File: config.mk
export PLATFORM = sky130hd
export DESIGN_NAME = irq_timer_source_flat
export DESIGN_NICKNAME = d
export VERILOG_FILES = /design/src/rtl/irq_timer_source_pkg.sv /design/src/rtl/irq_timer_source_if.sv /design/src/rtl/irq_timer_source_tick_prescaler.sv /design/src/rtl/irq_timer_source.sv /design/src/flat_wrapper.sv
export SDC_FILE = /design/constraint.sdc
export NUM_CORES = 1
export LEC_CHECK = 0
export CORE_MARGIN = 2
export CORE_UTILIZATION = 27
export DETAILED_ROUTE_END_ITERATION = 7
export GPL_TIMING_DRIVEN = 1
export SKIP_LAST_GASP = 1
export SYNTH_ARGS = -nofsm -noshare
export SYNTH_HDL_FRONTEND = slang
export SYNTH_SLANG_ARGS = --single-unit
File: constraint.sdc
create_clock -name clk -period 4.32 [get_ports clk]
set_input_delay 1.08 -clock clk [delete_from_list [all_inputs] [get_ports clk]]
set_output_delay 1.08 -clock clk [all_outputs]
set_load 0.1 [all_outputs]
File: src/rtl/irq_timer_source_pkg.sv
// Shared register map and bit positions for the interval timer peripheral.
// Imported by the timer core and by anything that talks to its bus.
package irq_timer_pkg;

    localparam logic [2:0] ADDR_CTRL      = 3'd0;
    localparam logic [2:0] ADDR_STAT      = 3'd1;
    localparam logic [2:0] ADDR_RELOAD_LO = 3'd2;
    localparam logic [2:0] ADDR_RELOAD_HI = 3'd3;
    localparam logic [2:0] ADDR_COUNT_LO  = 3'd4;
    localparam logic [2:0] ADDR_COUNT_HI  = 3'd5;

    localparam int CTRL_EN   = 0;
    localparam int CTRL_AUTO = 1;
    localparam int CTRL_IE   = 2;

    localparam int STAT_PEND = 0;
    localparam int STAT_RUN  = 1;

    // Member order keeps en at bit 0, auto at bit 1 and ie at bit 2.
    typedef struct packed {
        logic ie;
        logic auto_rl;
        logic en;
    } ctrl_t;

endpackage

File: src/rtl/irq_timer_source_if.sv
// 6502-side peripheral bus seen by the timer: chip select, write strobe,
// 3-bit offset, data in both directions and the level interrupt request.
interface irq_timer_source_if;
    logic       i_cs;
    logic       i_we;
    logic [2:0] i_addr;
    logic [7:0] i_data;
    logic [7:0] o_data;
    logic       o_irq;

    modport master (
        output i_cs, i_we, i_addr, i_data,
        input  o_data, o_irq
    );

    modport slave (
        input  i_cs, i_we, i_addr, i_data,
        output o_data, o_irq
    );
endinterface

File: src/rtl/irq_timer_source_tick_prescaler.sv
// Divides clk into one-cycle ticks every PRESCALE cycles while enabled.
// Held at zero while disabled; restart realigns the phase to zero.
module tick_prescaler #(
    parameter int PRESCALE = 4
) (
    input  logic clk,
    input  logic reset,
    input  logic en,
    input  logic restart,
    output logic tick
);

    localparam int W = (PRESCALE > 1) ? $clog2(PRESCALE) : 1;
    localparam logic [W-1:0] LAST = W'(PRESCALE - 1);

    logic [W-1:0] r_cnt;

    always_ff @(posedge clk or posedge reset) begin
        if (reset) begin
            r_cnt <= '0;
        end else if (!en || restart || (r_cnt == LAST)) begin
            r_cnt <= '0;
        end else begin
            r_cnt <= r_cnt + W'(1);
        end
    end

    assign tick = en && (r_cnt == LAST);

endmodule

File: src/rtl/irq_timer_source.sv
// Bus-mapped 16-bit down-counting interval timer with one-shot/auto-reload
// modes, a write-1-to-clear pending flag and a maskable level interrupt.
module irq_timer_source
    import irq_timer_pkg::*;
#(
    parameter int PRESCALE = 4
) (
    input  logic              clk,
    input  logic              reset,
    irq_timer_source_if.slave bus
);

    ctrl_t       r_ctrl;
    logic        r_pend;
    logic [7:0]  r_reload_lo;
    logic [7:0]  r_reload_hi;
    logic [15:0] r_count;
    logic [7:0]  r_count_hi_shadow;

    logic        w_wr;
    logic        w_rd;
    logic        w_wr_ctrl;
    logic        w_wr_stat;
    logic        w_wr_reload_lo;
    logic        w_wr_reload_hi;
    logic        w_rd_count_lo;
    logic        w_tick;
    logic        w_terminal;
    logic [7:0]  w_stat;
    logic [7:0]  w_rdata;

    assign w_wr           = bus.i_cs & bus.i_we;
    assign w_rd           = bus.i_cs & ~bus.i_we;
    assign w_wr_ctrl      = w_wr && (bus.i_addr == ADDR_CTRL);
    assign w_wr_stat      = w_wr && (bus.i_addr == ADDR_STAT);
    assign w_wr_reload_lo = w_wr && (bus.i_addr == ADDR_RELOAD_LO);
    assign w_wr_reload_hi = w_wr && (bus.i_addr == ADDR_RELOAD_HI);
    assign w_rd_count_lo  = w_rd && (bus.i_addr == ADDR_COUNT_LO);

    tick_prescaler #(
        .PRESCALE (PRESCALE)
    ) u_prescaler (
        .clk     (clk),
        .reset   (reset),
        .en      (r_ctrl.en),
        .restart (w_wr_reload_hi),
        .tick    (w_tick)
    );

    // A RELOAD_HI write loads the counter, so a coincident tick is swallowed.
    assign w_terminal = w_tick && !w_wr_reload_hi && (r_count == 16'd0);

    always_ff @(posedge clk or posedge reset) begin
        if (reset) begin
            r_ctrl            <= '0;
            r_pend            <= 1'b0;
            r_reload_lo       <= 8'd0;
            r_reload_hi       <= 8'd0;
            r_count           <= 16'd0;
            r_count_hi_shadow <= 8'd0;
        end else begin
            if (w_wr_ctrl) begin
                r_ctrl <= ctrl_t'(bus.i_data[2:0]);
            end else if (w_terminal && !r_ctrl.auto_rl) begin
                r_ctrl.en <= 1'b0;
            end

            if (w_terminal) begin
                r_pend <= 1'b1;
            end else if (w_wr_stat && bus.i_data[STAT_PEND]) begin
                r_pend <= 1'b0;
            end

            if (w_wr_reload_lo) begin
                r_reload_lo <= bus.i_data;
            end
            if (w_wr_reload_hi) begin
                r_reload_hi <= bus.i_data;
            end

            if (w_wr_reload_hi) begin
                r_count <= {bus.i_data, r_reload_lo};
            end else if (w_terminal) begin
                if (r_ctrl.auto_rl) begin
                    r_count <= {r_reload_hi, r_reload_lo};
                end
            end else if (w_tick) begin
                r_count <= r_count - 16'd1;
            end

            // Snapshot the high byte so a LO-then-HI read pair is coherent.
            if (w_rd_count_lo) begin
                r_count_hi_shadow <= r_count[15:8];
            end
        end
    end

    always_comb begin
        w_stat            = 8'd0;
        w_stat[STAT_PEND] = r_pend;
        w_stat[STAT_RUN]  = r_ctrl.en;
    end

    always_comb begin
        w_rdata = 8'd0;
        case (bus.i_addr)
            ADDR_CTRL:      w_rdata = {5'd0, r_ctrl};
            ADDR_STAT:      w_rdata = w_stat;
            ADDR_RELOAD_LO: w_rdata = r_reload_lo;
            ADDR_RELOAD_HI: w_rdata = r_reload_hi;
            ADDR_COUNT_LO:  w_rdata = r_count[7:0];
            ADDR_COUNT_HI:  w_rdata = r_count_hi_shadow;
            default:        w_rdata = 8'd0;
        endcase
    end

    assign bus.o_data = w_rdata;
    assign bus.o_irq  = r_pend & r_ctrl.ie;

endmodule

File: src/flat_wrapper.sv
// flat-port wrapper written by rule: the top's interface ports become plain ports
module irq_timer_source_flat import irq_timer_pkg::*;
#(
    parameter int PRESCALE = 4
)
  (clk, reset, bus_i_cs, bus_i_we, bus_i_addr, bus_i_data, bus_o_data, bus_o_irq);
  irq_timer_source_if bus_i ();
  input  logic clk;
  input  logic reset;
  input wire logic [$bits(bus_i.i_cs)-1:0] bus_i_cs;
  input wire logic [$bits(bus_i.i_we)-1:0] bus_i_we;
  input wire logic [$bits(bus_i.i_addr)-1:0] bus_i_addr;
  input wire logic [$bits(bus_i.i_data)-1:0] bus_i_data;
  output wire logic [$bits(bus_i.o_data)-1:0] bus_o_data;
  output wire logic [$bits(bus_i.o_irq)-1:0] bus_o_irq;
  assign bus_i.i_cs = bus_i_cs;
  assign bus_i.i_we = bus_i_we;
  assign bus_i.i_addr = bus_i_addr;
  assign bus_i.i_data = bus_i_data;
  assign bus_o_data = bus_i.o_data;
  assign bus_o_irq = bus_i.o_irq;
  irq_timer_source #(.PRESCALE(PRESCALE)) u_core (.clk(clk), .reset(reset), .bus(bus_i));
endmodule
==> flow_summary.ini, run 1 <==
[route]
drtAntennaViolNets = 0
drtIter0Drc = 130
vias = 2261
viasPerCell = 5.32
drt_pre_antenna_iters = 4
drcViolationCount = 0
post_drt_wl_per_cell_um = 17.7
drt-total-wl_mm = 7.51

[power_and_ir_drop]
peakVddDrop_uv = 216
p_sw_w = 0.000578
internal_power_w = 0.000908
switching_share_pct = 38.9
seqPwrFrac_pct = 45.0
comb_power_share_pct = 36.3
p_leak_nw = 1.43
p_per_area_nw_per_um2 = 446
power_frac_clock_pct = 18.7
p_total_w = 0.00149

[yosys]
yosysWarningCount = 0
syn-num-nets = 289
synth_ff_type = dfrtp_1
syn_inst = 271
async_flop_share_pct = 100
yosys-top-cells-area = dfrtp_1 42%, mux2i_1 7.3%, mux2_2 7.0%, nand2_1 4.4%, o2bb2ai_1 2.6%
synth-edff-count = 0
synth.top_cell.area_share_pct = 42.0
ys_ff_latch = 46
synth_common_cells = 46 x dfrtp_1, 32 x nand2_1, 20 x mux2i_1, 17 x mux2_2, 11 x o22ai_1
syn_area_um2 = 2740
yosys.area.top_type = dfrtp_1
yosysSeqAreaShare_pct = 42.0
yosys.cell_types.count = 53
syn_avg_cell_area_um2 = 10.1
synth_most_common_cell = dfrtp_1

[setup_path]
endpoint = bus_o_data[2]
worst-path-buf-inv = 3
cp_slowest_stage_delay_ns = 0.59
rr_endpoint = u_core.r_count[13]
cp-end-kind = output port
worst-path-stages = 6
start_kind = primary input
startpoint = bus_i_addr[2]
worst-r2r-cell-count = 5
required_ns = 3.24
path_class = in -> out
crit_slowest_cell = clkdlybuf4s50_1
worstPathCellList = clkdlybuf4s50_1 > nand2b_1 > buf_4 > o32a_1 > o21ai_1 > buf_12
crit_family = buffers and inverters
worstPathArrival_ns = 2.76
rrSetupSlack_ns = 1.37
crit_fanout = 10
worstReg2RegStart = u_core.r_count[2]

[final_layout]
drive_gt1_share_pct = 20.2
seq_area_um2 = 1150
multi_input_area_um2 = 1520
fin_area_um2 = 3330
final_cells = 425
nFillCells = 1056
n_antenna_cell = 0
nets = 309
syn_to_final_growth_pct = 21.7

[global_route]
met1_usage_pct = 20.9
grt_pass1_vias = 2267
grt-busiest-layer = met2
use_met2_pct = 21.9
antenna_found_initial = 0
grtUsageMet3_pct = 2.99
grt_max_degree = 47
groute.usage.overall_pct = 14.3
gr-total-overflow = 0
grt_pass1_wl_mm = 12.5

[timing]
finalMaxSlewViolations = 0
setup_violations = 0
worst_slew_pin_slew_ns = 0.990
period_share_pct = 88.9
holdWs_ns = 0.444
finalHoldViolCount = 0
max_freq_mhz = 260
max_slew_margin_pct = 33.9
final.setup.worst_slack_ns = 0.478
rsz0062_at_grt = no
period_minus_slack_ns = 3.84
fin_skew_ns = 0.00471

[clocking]
clk_path_buf_depth = 2
cts-root-buf = clkbuf_8
cts_resized = 0
holdBufCountCts = 0
htree_levels = 2
postCtsSetupBuffers = 0
cts_tree = done
cts.sinks = 46
clkLatencyLatePin_ns = 0.30
cts_buffers = 5
cts.clk_slew.worst_paths_ns = 0.08

[place]
place_inst = 417
placed_area_um2 = 3240
dp_hpwl_mm = 5.21
place_ws_ns = 0.492
port_buffers = 23
place_congestion = 0.832

[run]
maxCapViolCount = 0

[die]
start_util_pct = 27.9
dieArea_um2 = 11000
die_w_um = 105
std_cell_rows = 36
die-height_um = 105
pin_count = 24
core_region_area_um2 = 9820

[min_path]
hold_path_class = reg -> reg
min_from = u_core.u_prescaler.r_cnt[0]

[status]
status = finished clean
## flip-flops by register name (all words and copies together), names as in the netlist
register and cells:
u_core.r_count_hi_shadow 8, u_core.r_pend 1, u_core.r_reload_lo 8, u_core.r_reload_hi 8
u_core.r_count 16, u_core.u_prescaler.r_cnt 2, u_core.r_ctrl 3
## cells in the final DEF, fill, tap and decap left out, drive strengths merged, types with 4 or more instances in the layout
cell,n
inv,9
buf,16
o21ai,7
a21o,5
dfrtp,46
nand3,8
clkbuf,7
nor3,12
o2bb2ai,8
nand2,32
clkdlybuf4s50,15
xor2,5
a31oi,7
mux2i,20
mux2,17
o31ai,4
o22ai,11
nor2,9
nor4,5
nor4b,4
## routing by layer
metal  vias up  wire [µm]
li1       1052          -
met1      1144       3690
met2        60       3390
met3         5        392
met4         0         40
met5         -          0
## power by group through the flow
stage	Clock [W]	Combinational [W]	Sequential [W]
floorplan	0	0.000410	0.000627
global placement	0	0.000529	0.000671
detailed placement	0	0.000539	0.000675
CTS	0.000285	0.000541	0.000666
global route	0.000300	0.000587	0.000684
finish	0.000277	0.000539	0.000669
## cell families (layout without fill, tap and decap cells)
logic type | count (synthesis) | in the layout | share of synthesized area, %
buffers and inverters | 27 | 48 | 4.16
adders and majority gates | 3 | 3 | 1.37
AOI/OAI and AO/OA | 63 | 63 | 17.4
xor gates and xnor gates | 5 | 5 | 1.60
muxes | 38 | 38 | 15.1
and+or+nand+nor | 89 | 89 | 18.3
DFF | 46 | 46 | 42.0
## final cells by class
class                      count  share of cell area (%)
multi-input combinational    198                    45.6
sequential                    46                    34.5
timing repair buffer          31                    11.1
tap                          133                    4.99
clock buffer                   7                    2.59
inverter                       9                    1.01
clock inverter                 1                   0.150
## metrics by stage
stage          utilization (%)  TNS (ns)
2_1_floorplan                -    -0.127
3_3_place_gp              33.0         0
3_5_place_dp              33.0         0
4_1_cts                   33.9         0
5_1_grt                   33.9         0
6_report                  33.9         0
## how the worst min path moves through the flow
stage	cells after the start	slack [ns]	to
2_1_floorplan	1	0.42	u_core.u_prescaler.r_cnt[0]
3_3_place_gp	1	0.43	u_core.u_prescaler.r_cnt[0]
3_5_place_dp	1	0.43	u_core.u_prescaler.r_cnt[0]
4_1_cts	1	0.45	u_core.u_prescaler.r_cnt[0]
5_1_grt	1	0.49	u_core.u_prescaler.r_cnt[0]
6_report	1	0.44	u_core.u_prescaler.r_cnt[0]
## worst register-to-register path: cells and delay by family (launching register included)
kind,cells,cell delay (ns)
flip-flops,1,0.49
AO/OA/AOI/OAI,2,0.75
AND/OR/NAND/NOR,3,1.61
(Power assumes the default switching activity.)
==> run 2: changes to the inputs <==
DONT_BUFFER_PORTS = 1   (was unset)
==> run 2 against run 1 <==
Compared with the run above: global-route usage down 0.48 points; core utilization down 2.7 points; clock-buffer cell count down 1; worst hold slack better by 0.0050 ns; final cell count down 4.9%; first-iteration DRC count up 20%; critical path depth down 3.
==> flow_summary.ini, run 2 (synthesis gave the netlist of run 1 again) <==
[clocking]
cts_buffers = 5
cts_resized = 0
htree_levels = 2
cts.clk_slew.worst_paths_ns = 0.08
clkLatencyLatePin_ns = 0.30
cts_tree = done
clk_path_buf_depth = 2
holdBufCountCts = 0
cts.sinks = 46
cts-root-buf = clkbuf_8
postCtsSetupBuffers = 0

[global_route]
grt_pass1_wl_mm = 12.2
grt_max_degree = 47
grt_pass1_vias = 2141
gr-total-overflow = 0
antenna_found_initial = 0
groute.usage.overall_pct = 13.8

[setup_path]
crit_slowest_cell = o32a_1
worstPathCellList = nand2b_1 > o32a_1 > o21ai_2
cp_slowest_stage_delay_ns = 0.42
worstPathArrival_ns = 2.27
cp-end-kind = output port
required_ns = 3.24
path_class = in -> out
crit_fanout = 10
start_kind = primary input

[timing]
max_slew_margin_pct = 27.9
finalHoldViolCount = 0
holdWs_ns = 0.449
setup_violations = 0
fin_skew_ns = 0.00722
period_share_pct = 77.6
rsz0062_at_grt = no
period_minus_slack_ns = 3.35
final.setup.worst_slack_ns = 0.967
max_freq_mhz = 298
worst_slew_pin_slew_ns = 1.08
finalMaxSlewViolations = 0

[final_layout]
final_cell_mix = 46 x dfrtp_1, 32 x nand2_1, 20 x mux2i_1
nets = 289
n_antenna_cell = 0
syn_to_final_growth_pct = 12.1
drive_gt1_share_pct = 20.3
fin_area_um2 = 3070
seq_area_um2 = 1150
nFillCells = 1060
final_common_cell = dfrtp_1
top_register = u_core.r_count
largest_register_ff_count = 16
multi_input_area_um2 = 1520
final_cells = 404

[power_and_ir_drop]
p_per_area_nw_per_um2 = 480
p_leak_nw = 1.34
peakVddDrop_uv = 211
p_total_w = 0.00147

[run]
maxCapViolCount = 0

[route]
drtAntennaViolNets = 0
drtIter0Drc = 156
drt_pre_antenna_iters = 4
viasPerCell = 5.37
post_drt_wl_per_cell_um = 18.4
drt-total-wl_mm = 7.44
vias = 2171
drcViolationCount = 0

[die]
pin_count = 24
die-height_um = 105
core_region_area_um2 = 9820
die_w_um = 105
std_cell_rows = 36
start_util_pct = 27.9
dieArea_um2 = 11000

[place]
placed_area_um2 = 2960
place_ws_ns = 0.968
port_buffers = 0
dp_hpwl_mm = 5.16
place_congestion = 0.799
place_inst = 397

[status]
status = finished clean

[min_path]
hold_path_class = reg -> reg
-- run 2: stage by stage --
step	util (%)	setup TNS, ns
after floorplan	-	-0.127
after global placement	30.1	0
after detailed placement	30.1	0
after CTS	31.3	0
after global routing	31.3	0
final	31.3	0
-- run 2: final cells by class --
class | instances | area share [%]
repair buffers | 11 | 2.69
clock inverters | 1 | 0.978
clock buffers | 6 | 2.69
well taps | 133 | 5.42
multi-input cells | 198 | 49.6
flip-flops and latches | 46 | 37.5
inverters | 9 | 1.10
-- run 2: layer usage --
metal  global-route usage, %  vias up  wire (µm)
met1                    20.7     1084       3560
met2                    20.9       68       3390
met3                    2.93        4        465
li1                        -     1015          -
met4                    1.62        0         24
met5                       0        -          0
-- run 2: where the power goes --
part	total (W)	internal, W	switching, W
logic	0.000471	0.000193	0.000277
clock network	0.000332	0.000185	0.000147
registers	0.000672	0.000539	0.000133
total	0.00147	0.000918	0.000557
-- run 2: worst paths after layout --
kind,startpoint,cells after the start,endpoint,slack (ns)
worst max-delay path,bus_i_addr[2],3,bus_o_data[2],0.97
min in group asynchronous,reset,1,u_core.r_reload_lo[7],0.87
worst min register to register,u_core.u_prescaler.r_cnt[0],1,u_core.u_prescaler.r_cnt[0],0.45
max in group asynchronous,reset,1,u_core.r_count[7],2.82
worst min-delay path,u_core.u_prescaler.r_cnt[0],1,u_core.u_prescaler.r_cnt[0],0.45
worst max register to register,u_core.r_count[2],5,u_core.r_count[13],1.32
-- run 2: critical path: cells and delay by family --
| family | cells | cell delay (ns) |
|---|---|---|
| compound gates | 2 | 0.84 |
| simple gates | 1 | 0.35 |
==> run 3: changes to the inputs <==
clock period = 3.4 ns   (was 4.32 ns; I/O delays follow)
==> run 3 against run 2 <==
Compared with the run above: sequential power grew 26%; combinational power grew 38%; largest cell class unchanged; highest routed layer unchanged; largest power group unchanged; setup slack lost 0.20 ns; clock power is 26% higher.
==> flow_summary.ini, run 3 (synthesis gave the netlist of run 1 again) <==
[status]
status = finished clean

[route]
viasPerCell = 5.34
drt-total-wl_mm = 7.46
drtAntennaViolNets = 0
vias = 2195
drtIter0Drc = 102
drcViolationCount = 0
post_drt_wl_per_cell_um = 18.1
drt_pre_antenna_iters = 4

[timing]
final.setup.worst_slack_ns = 0.765
rsz0062_at_grt = no
finalHoldViolCount = 0
worst_slew_pin_slew_ns = 0.965
setup_violations = 0
fin_skew_ns = 0.00706
max_freq_mhz = 379
max_slew_margin_pct = 35.6
period_minus_slack_ns = 2.64
period_share_pct = 77.5
finalMaxSlewViolations = 0

[place]
placed_area_um2 = 3070
dp_hpwl_mm = 5.28
place_ws_ns = 0.746
place_congestion = 0.851
port_buffers = 0

[setup_path]
worstReg2RegStart = u_core.r_count[3]
worst-r2r-cell-count = 6
cp-end-kind = output port
start_kind = primary input
crit_fanout = 11
path_class = in -> out
rr_endpoint = u_core.r_count[13]
worstPathArrival_ns = 1.79
rrSetupSlack_ns = 0.91
startpoint = bus_i_addr[1]
required_ns = 2.55
endpoint = bus_o_data[2]

[final_layout]
final_common_cell = dfrtp_1
largest_register_ff_count = 16
n_antenna_cell = 0
drive_gt1_share_pct = 22.3
nets = 295
final_cell_mix = 46 x dfrtp_1, 32 x nand2_1, 20 x mux2i_1
top_register = u_core.r_count
syn_to_final_growth_pct = 16.1
fin_area_um2 = 3180

[global_route]
grt_pass1_wl_mm = 12.4
gr-total-overflow = 0
antenna_found_initial = 0
grt_pass1_vias = 2248
grt_max_degree = 47
groute.usage.overall_pct = 14.3

[clocking]
clkLatencyLatePin_ns = 0.31
cts_buffers = 5
cts.clk_slew.worst_paths_ns = 0.09
holdBufCountCts = 0
cts-root-buf = clkbuf_8
cts_tree = done
cts.sinks = 46
cts_resized = 0
clk_path_buf_depth = 2
htree_levels = 2
postCtsSetupBuffers = 0

[die]
core_region_area_um2 = 9820
std_cell_rows = 36
pin_count = 24
dieArea_um2 = 11000
die-height_um = 105
start_util_pct = 27.9
die_w_um = 105

[power_and_ir_drop]
p_per_area_nw_per_um2 = 602
p_leak_nw = 1.37
peakVddDrop_uv = 169

[min_path]
hold_path_class = reg -> reg

[run]
maxCapViolCount = 0
run 3: cell type report:
type / count / area [µm²]
clock buffers: 5 / 68.8
fillers: 1030 / 6640
flip-flops and latches: 46 / 1150
well taps: 133 / 166
clock inverters: 3 / 43.8
repair buffers: 17 / 140
multi-input cells: 198 / 1580
inverters: 9 / 33.8
run 3: per-layer routing:
metal | global-route usage, % | share of wire [%] | vias up
li1 | - | - | 1030
met2 | 23.4 | 48 | 47
met5 | 0 | 0 | -
met1 | 18.8 | 46 | 1107
met4 | 5.05 | 1.8 | 0
met3 | 2.74 | 4.1 | 11
run 3: power breakdown:
| group | switching, W | leakage [nW] | internal, W |
|---|---|---|---|
| Clock | 0.000198 | 0.0585 | 0.000220 |
| Combinational | 0.000377 | 0.742 | 0.000274 |
| Sequential | 0.000160 | 0.567 | 0.000685 |
run 3: worst min-delay path by stage:
stage               slack, ns                        start                     endpoint  depth (start not counted)
floorplan                0.42  u_core.u_prescaler.r_cnt[0]  u_core.u_prescaler.r_cnt[0]                          1
global placement         0.43  u_core.u_prescaler.r_cnt[0]  u_core.u_prescaler.r_cnt[0]                          1
global route             0.48  u_core.u_prescaler.r_cnt[0]  u_core.u_prescaler.r_cnt[0]                          1
CTS                      0.45  u_core.u_prescaler.r_cnt[0]  u_core.u_prescaler.r_cnt[0]                          1
finish                   0.44  u_core.u_prescaler.r_cnt[0]  u_core.u_prescaler.r_cnt[0]                          1
detailed placement       0.43  u_core.u_prescaler.r_cnt[0]  u_core.u_prescaler.r_cnt[0]                          1
run 3: stage by stage:
stage                     power [W]  instances  hold WS [ns]  utilization, %  TNS [ns]
after CTS                   0.00193        411         0.447            32.4         0
after detailed placement    0.00150        403         0.434            31.2         0
after global placement      0.00148        403         0.428            31.2         0
after global routing        0.00203        411         0.476            32.4         0
final                       0.00191        411         0.443            32.4         0
after floorplan             0.00135        271         0.419               -   -0.0743
run 3: critical path, cell delays in order:
cell and delay [ns]:
nand2b_1 0.21, buf_4 0.25, o32a_1 0.19, o21ai_2 0.08
buf_12 0.19
